--- src/rtl/bcd_convert_sched.sv ---
// bcd_convert_sched: one sequential double-dabble binary-to-BCD engine shared
// round-robin among NREQ requesters. Each 7-bit value takes 7 shift cycles and
// is returned as tens/ones with a one-cycle one-hot ack.
// Optional feature: define BCD_CLAMP_EN to clamp values above 99 to 99 at
// grant time and flag the clamp on ovf together with ack.
module bcd_convert_sched #(
    parameter int NREQ = 3
) (
    input  logic                      clk,
    input  logic                      reset,
    input  logic [NREQ-1:0]           req,
    input  logic [NREQ*7-1:0]         bin_in,
    output logic [NREQ-1:0]           ack,
    output logic [3:0]                ones,
    output logic [3:0]                tens,
    output logic [$clog2(NREQ)-1:0]   gnt_id,
    output logic                      busy,
    output logic                      ovf
);
    localparam int IDW   = $clog2(NREQ);
    localparam int BIN_W = 7;

    typedef enum logic [1:0] {IDLE, SHIFT, DONE} state_t;

    state_t             state, state_nx;
    logic [IDW-1:0]     last_gnt;
    logic [IDW-1:0]     sel;
    logic               sel_vld;
    logic [2:0]         cnt;
    logic [BIN_W-1:0]   raw_val;
    logic [BIN_W-1:0]   grant_val;
    logic [BIN_W-1:0]   sh_bin;
    // Accumulator bit 7 can only become set on the final shift, so the stored
    // copy keeps 7 bits and the full 8-bit result comes from bcd_nx.
    logic [6:0]         bcd;
    logic [7:0]         bcd_nx;

    // Add-3 correction for one BCD digit; digit is at most 9 so no carry out.
    function automatic logic [3:0] add3(input logic [3:0] d);
        return (d > 4'd4) ? d + 4'd3 : d;
    endfunction

    // Round-robin pick: first active request after the last granted one.
    always_comb begin
        int idx;
        sel     = '0;
        sel_vld = 1'b0;
        idx     = 0;
        for (int k = 1; k <= NREQ; k++) begin
            idx = int'(last_gnt) + k;
            if (idx >= NREQ) idx = idx - NREQ;
            if (!sel_vld && req[idx]) begin
                sel_vld = 1'b1;
                sel     = IDW'(idx);
            end
        end
    end

    assign raw_val = bin_in[int'(sel)*BIN_W +: BIN_W];

    // One double-dabble step. Only the ones digit is corrected: for inputs up
    // to 99 the tens digit never exceeds 4 before a shift, and for 100..127 it
    // must stay a plain binary count so that tens reads 10..12.
    assign bcd_nx = {bcd[6:4], add3(bcd[3:0]), sh_bin[BIN_W-1]};

    // Next-state logic for the IDLE -> SHIFT -> DONE -> IDLE sequence.
    always_comb begin
        state_nx = state;
        case (state)
            IDLE:    if (sel_vld) state_nx = SHIFT;
            SHIFT:   if (cnt == 3'd6) state_nx = DONE;
            DONE:    state_nx = IDLE;
            default: state_nx = IDLE;
        endcase
    end

    assign busy = (state != IDLE);

    // Control and visible result registers.
    always_ff @(posedge clk) begin
        if (reset) begin
            state    <= IDLE;
            cnt      <= 3'd0;
            last_gnt <= IDW'(NREQ - 1);
            gnt_id   <= '0;
            ack      <= '0;
            ones     <= 4'd0;
            tens     <= 4'd0;
        end else begin
            state <= state_nx;
            case (state)
                IDLE: begin
                    if (sel_vld) begin
                        gnt_id   <= sel;
                        last_gnt <= sel;
                        cnt      <= 3'd0;
                    end
                end
                SHIFT: begin
                    cnt <= cnt + 3'd1;
                    if (cnt == 3'd6) begin
                        tens <= bcd_nx[7:4];
                        ones <= bcd_nx[3:0];
                        ack  <= NREQ'(1) << gnt_id;
                    end
                end
                DONE:    ack <= '0;
                default: ack <= '0;
            endcase
        end
    end

    // Shift datapath: load at grant, one shift per SHIFT cycle.
    always_ff @(posedge clk) begin
        if (state == IDLE && sel_vld) begin
            sh_bin <= grant_val;
            bcd    <= 7'd0;
        end else if (state == SHIFT) begin
            sh_bin <= {sh_bin[BIN_W-2:0], 1'b0};
            bcd    <= bcd_nx[6:0];
        end
    end

`ifdef BCD_CLAMP_EN
    logic clamp_hit;
    logic ovf_pend;

    // Saturate the captured value to the two-digit range.
    function automatic logic [BIN_W-1:0] clamp99(input logic [BIN_W-1:0] v);
        return (v > 7'd99) ? 7'd99 : v;
    endfunction

    assign grant_val = clamp99(raw_val);
    assign clamp_hit = (raw_val > 7'd99);

    // Remember a clamp at grant and report it only during DONE.
    always_ff @(posedge clk) begin
        if (reset) begin
            ovf_pend <= 1'b0;
            ovf      <= 1'b0;
        end else begin
            if (state == IDLE && sel_vld) ovf_pend <= clamp_hit;
            if (state == SHIFT && cnt == 3'd6) ovf <= ovf_pend;
            else                               ovf <= 1'b0;
        end
    end
`else
    assign grant_val = raw_val;
    assign ovf       = 1'b0;
`endif

endmodule
--- config.mk ---
export PLATFORM = sky130hd
export DESIGN_NAME = bcd_convert_sched
export DESIGN_NICKNAME = d
export VERILOG_FILES = /design/src/rtl/bcd_convert_sched.sv
export SDC_FILE = /design/constraint.sdc
export NUM_CORES = 1
export LEC_CHECK = 0
export ABC_CLOCK_PERIOD_IN_PS = 2900
export CAP_MARGIN = 0
export CORE_MARGIN = 4
export CORE_UTILIZATION = 47
export CTS_BUF_LIST = sky130_fd_sc_hd__clkbuf_4
export CTS_CLUSTER_DIAMETER = 40
export CTS_CLUSTER_SIZE = 14
export DETAILED_ROUTE_END_ITERATION = 10
export GPL_TIMING_DRIVEN = 0
export PLACE_DENSITY = 0.78
export SYNTH_ARGS = -nofsm -noshare
export SYNTH_HDL_FRONTEND = slang
export SYNTH_SLANG_ARGS = --single-unit
--- constraint.sdc ---
create_clock -name clk -period 2.9 [get_ports clk]
set_clock_uncertainty 0.2 [all_clocks]
set_input_delay 0.58 -clock clk [delete_from_list [all_inputs] [get_ports clk]]
set_output_delay 0.58 -clock clk [all_outputs]
set_load 0.02 [all_outputs]
# == Word-level counts from Yosys, hierarchy flattened ==
# Cells that the tools add are included.
# totals
output_inout_bits,15
ff_bits,34
word_cells,74
inputBits,26
# classes
multipliers,1
add_sub_neg,8
shifts,2
n_lt_le_gt_ge,7
eq_ne,4
n_bitwise,1
n_reduce_logical,14
n_mux,28
# op_table
op,count
32-bit by 4-bit < comparator with 1-bit output (second input constant),3
32-bit 2-to-1 mux,3
21-bit by 6-bit indexed part select with 7-bit output,1
7-bit 2-to-1 mux,2
3-bit one-hot mux with 2 select lines,2
3-bit by 2-bit subtractor with 4-bit output (second input constant),3
2-bit 2-to-1 mux,5
2-bit AND reduction,5
3-bit by 2-bit >= comparator with 1-bit output (second input constant),3
1-bit 2-to-1 mux,9
2-bit by 2-bit adder with 3-bit output (second input constant),2
1-bit binary-select mux with 2-bit select,3
3-bit 2-to-1 mux,2
2-bit nonzero test,3
2-bit by 3-bit multiplier with 5-bit output (second input constant),1
4-bit by 2-bit adder with 4-bit output (second input constant),1
4-bit by 3-bit > comparator with 1-bit output (second input constant),1
4-bit 2-to-1 mux,1
2-bit != test (second input constant),2
2-bit one-hot mux with 2 select lines,1
2-bit by 1-bit adder with 3-bit output (second input constant),1
3-bit by 1-bit adder with 3-bit output (second input constant),1
3-bit equality test (second input constant),1
1-bit logical AND,3
5 further kinds,6

# == Depth between registers and ports, before layout ==
# logic_depth
word_depth,16
mapped_depth,8

# == Worst setup path after synthesis ==
# OpenSTA, ideal clock, no wires.
# synth_timing
path_type,register -> register
from,"register, netlist name gnt_id[0]"
to,"register sh_bin[0], enable pin"
synth_period_minus_slack_ns,2.718
stages_incl_launch_ff,7
arrival_time_ns,2.132
path_slack_ns,0.182
t_required_ns,2.314
cell_sequence,dfxtp_1 -> inv_1 -> ha_1 -> nand2b_1 -> and3_1 -> o221a_4 -> o21ai_0
# synth_rtl
item,line_no,source
to (signal assigned),116,sh_bin <= grant_val;
to (signal assigned),119,"sh_bin <= {sh_bin[BIN_W-2:0], 1'b0};"
to (decl),32,logic [BIN_W-1:0] sh_bin;

==> impl_metrics.env <==
export IMPL_antenna_found_initial=0
export IMPL_critPathMaxFanout=9
export IMPL_final_common_cell="clkdlybuf4s50_1"
export IMPL_synth_cell_type_count=46
export IMPL_grt_pass1_vias=1509
export IMPL_layout_cells_non_filler=302
export IMPL_dp_cells=290
export IMPL_top_layer="met4"
export IMPL_placeableCoreArea_mm2=0.003744
export IMPL_status="complete, no violations"
export IMPL_finalWeightedCongestion=0.8799
export IMPL_syn_to_final_growth_pct=29.13
export IMPL_maxCapViolCount=0
export IMPL_syn_avg_cell_area_um2=9.139
export IMPL_setup_violations=0
export IMPL_wirelength_mm=4.320
export IMPL_tightestPinTransition_ps=787.1
export IMPL_layout_nets=287
export IMPL_wl_met3_um=242
export IMPL_core_rowCount=22
export IMPL_dp_hpwl_mm=3.005
export IMPL_crit_path_start_kind="register"
export IMPL_grt_start_max_net_pins=11
export IMPL_postSynthCellCount=204
export IMPL_max_freq_mhz=366.9
export IMPL_cts_tree="built"
export IMPL_die_h_um=70.98
export IMPL_maxSlewHeadroom_pct=47.18
export IMPL_synth_seq_cells=33
export IMPL_fin_ws_ps=174.4
export IMPL_r2r_start="gnt_id[0]"
export IMPL_rsz0062_at_grt="no"
export IMPL_required_ps=2680
export IMPL_h_tree_depth=2
export IMPL_ctsHoldBuffers=0
export IMPL_ys_async_sr_fraction_pct=0
export IMPL_synth_edf_count=7
export IMPL_cts_buffers_inserted=5
export IMPL_root_buffer="clkbuf_4"
export IMPL_antennaDiodeCount=0
export IMPL_routed_via_density=5.444
export IMPL_power_leakage_nw=0.9308
export IMPL_grtUsageTotal_pct=17.31
export IMPL_post_route_period_util_pct=93.99
export IMPL_vias=1644
export IMPL_port_buffers=38
export IMPL_die_area_mm2=0.005038
export IMPL_clkTransAtPathRegs_ps=100
export IMPL_netlist_area_mm2=0.001864
export IMPL_fp_dieW_um=70.98
export IMPL_wl_met2_mm=1.895
export IMPL_dp_slack_ps=-459.2
export IMPL_cp_arrival_ps=2500
export IMPL_synth_seq_area_share_pct=39.19
export IMPL_hold_path_class="register to register"
export IMPL_drt_met1_wl_mm=2.109
export IMPL_start_util_pct=49.80
export IMPL_syn_nets=238
export IMPL_maxSlewViolCount=0
export IMPL_ir_drop_mv=0.7576
export IMPL_r2r_slack_ps=170
export IMPL_cp_startpoint="gnt_id[0]"
export IMPL_fin_crit_ps=2726
export IMPL_postRouteAntennaNets=0
export IMPL_drt_iter0_drc=121
export IMPL_clkLatencyLatePin_ps=340
export IMPL_finalHoldViolCount=0
export IMPL_clock_sinks=33
export IMPL_min_from="tens[1]"
export IMPL_final_cell_mix="38 x clkdlybuf4s50_1, 26 x nand2_1, 25 x dfxtp_1"
export IMPL_crit_path_end_kind="register"
export IMPL_crit_type="register to register"
export IMPL_post_drt_wl_per_cell_um=14.30
export IMPL_power_density_mw_per_mm2=1073
export IMPL_overflow=0
export IMPL_drive_above_1_share_pct=13.39
export IMPL_clk_path_buf_depth=2
export IMPL_tns_ps=0
export IMPL_ys_warn_count=0
export IMPL_drt_first_pass_iters=4
export IMPL_grt_pass1_wl_mm=6.955
export IMPL_ioPinCount=41
export IMPL_drc_errors=0
export IMPL_synth_flop_cell="dfxtp_1"
export IMPL_postLayoutCoreUtil_pct=64.30
==> area by class of cell <==
cell class,count,area (µm²)
Buffer,11,68.82
Clock buffer,6,45.04
Timing Repair Buffer,42,410.4
Multi-Input combinational cell,145,1025
Sequential cell,33,732.0
Tap cell,48,60.06
Inverter,15,56.30
Clock inverter,2,10.01
Fill cell,351,1336
==> path summary, 6_finish.rpt <==
kind,endpoint,depth (start not counted)
setup reg to reg,sh_bin[3],6
hold / removal,tens[1],2
hold reg to reg,tens[1],2
setup / recovery,sh_bin[3],6
==> worst max-delay path, cell delays in order (launching register included) <==
cell and delay (ps):
dfxtp_2 430, inv_1 120, ha_1 290, nand2b_1 190, and3_1 190, o221a_4 310
o21ai_1 630
==> where the power goes <==
group / switching (W) / internal [W] / leakage (nW)
combinational: 0.000870 / 0.000726 / 0.614
sequential: 0.0000846 / 0.000641 / 0.281
clock: 0.000159 / 0.000102 / 0.0354
total: 0.00111 / 0.00147 / 0.931
==> sequential cells by signal, indices dropped and copies added (netlist names) <==
register	flops
cnt	3
sh_bin	7
ones	4
bcd	7
last_gnt	1
tens	4
gnt_id	2
state	2
ack	3
==> per-layer routing <==
layer  track usage [%]  vias to the layer above
li1                  -                      830
met3             5.398                        6
met4             7.516                        0
met2             26.36                       45
met5                 0                        -
met1             22.57                      763
==> metrics by stage <==
| step | instance area (µm²) | hold WS (ps) | power (W) |
|---|---|---|---|
| final | 2407 | 260.5 | 0.002582 |
| after global routing | 2407 | 281.1 | 0.002775 |
| after CTS | 2376 | 262.4 | 0.002486 |
| after detailed placement | 2305 | 247.3 | 0.002172 |
| after global placement | 2305 | 241.5 | 0.002153 |
| after floorplan | 1864 | 232.1 | 0.001864 |
==> cell families after synthesis <==
kind of cell / synth area share (%)
buffers and inverters: 6.710
flip-flops: 39.19
XOR/XNOR: 0.9398
adder cells (fa/ha/maj): 5.369
multiplexers: 5.638
AND/OR/NAND/NOR: 18.39
AO/OA/AOI/OAI: 23.56
other: 0.2011
==> synth_stat cells (all sizes together), types with 3 or more instances <==
cell     n  area (µm²)
a21oi   20       100.1
o21ai    6       33.78
a211oi   7       52.55
edfxtp   7       210.2
o21a     3       22.52
nor4     6       37.54
a32oi    3       26.28
nand2b   5       31.28
nor2    13       48.80
ha       8       100.1
buf      6       46.28
a221oi   6       90.09
nand2   26       97.59
dfxtp   26       520.5
nor2b    5       31.28
inv     15       56.30
mux2i    9       90.09
clkbuf   6       22.52
==> timing repair <==
item                                    4_1_cts  5_1_grt
setup buffers                                 2        2
endpoints found under the setup margin       16       16
resized for setup                             2        4
gates cloned                                  0        1
pin swaps                                     0        1
(Power assumes the default switching activity.)
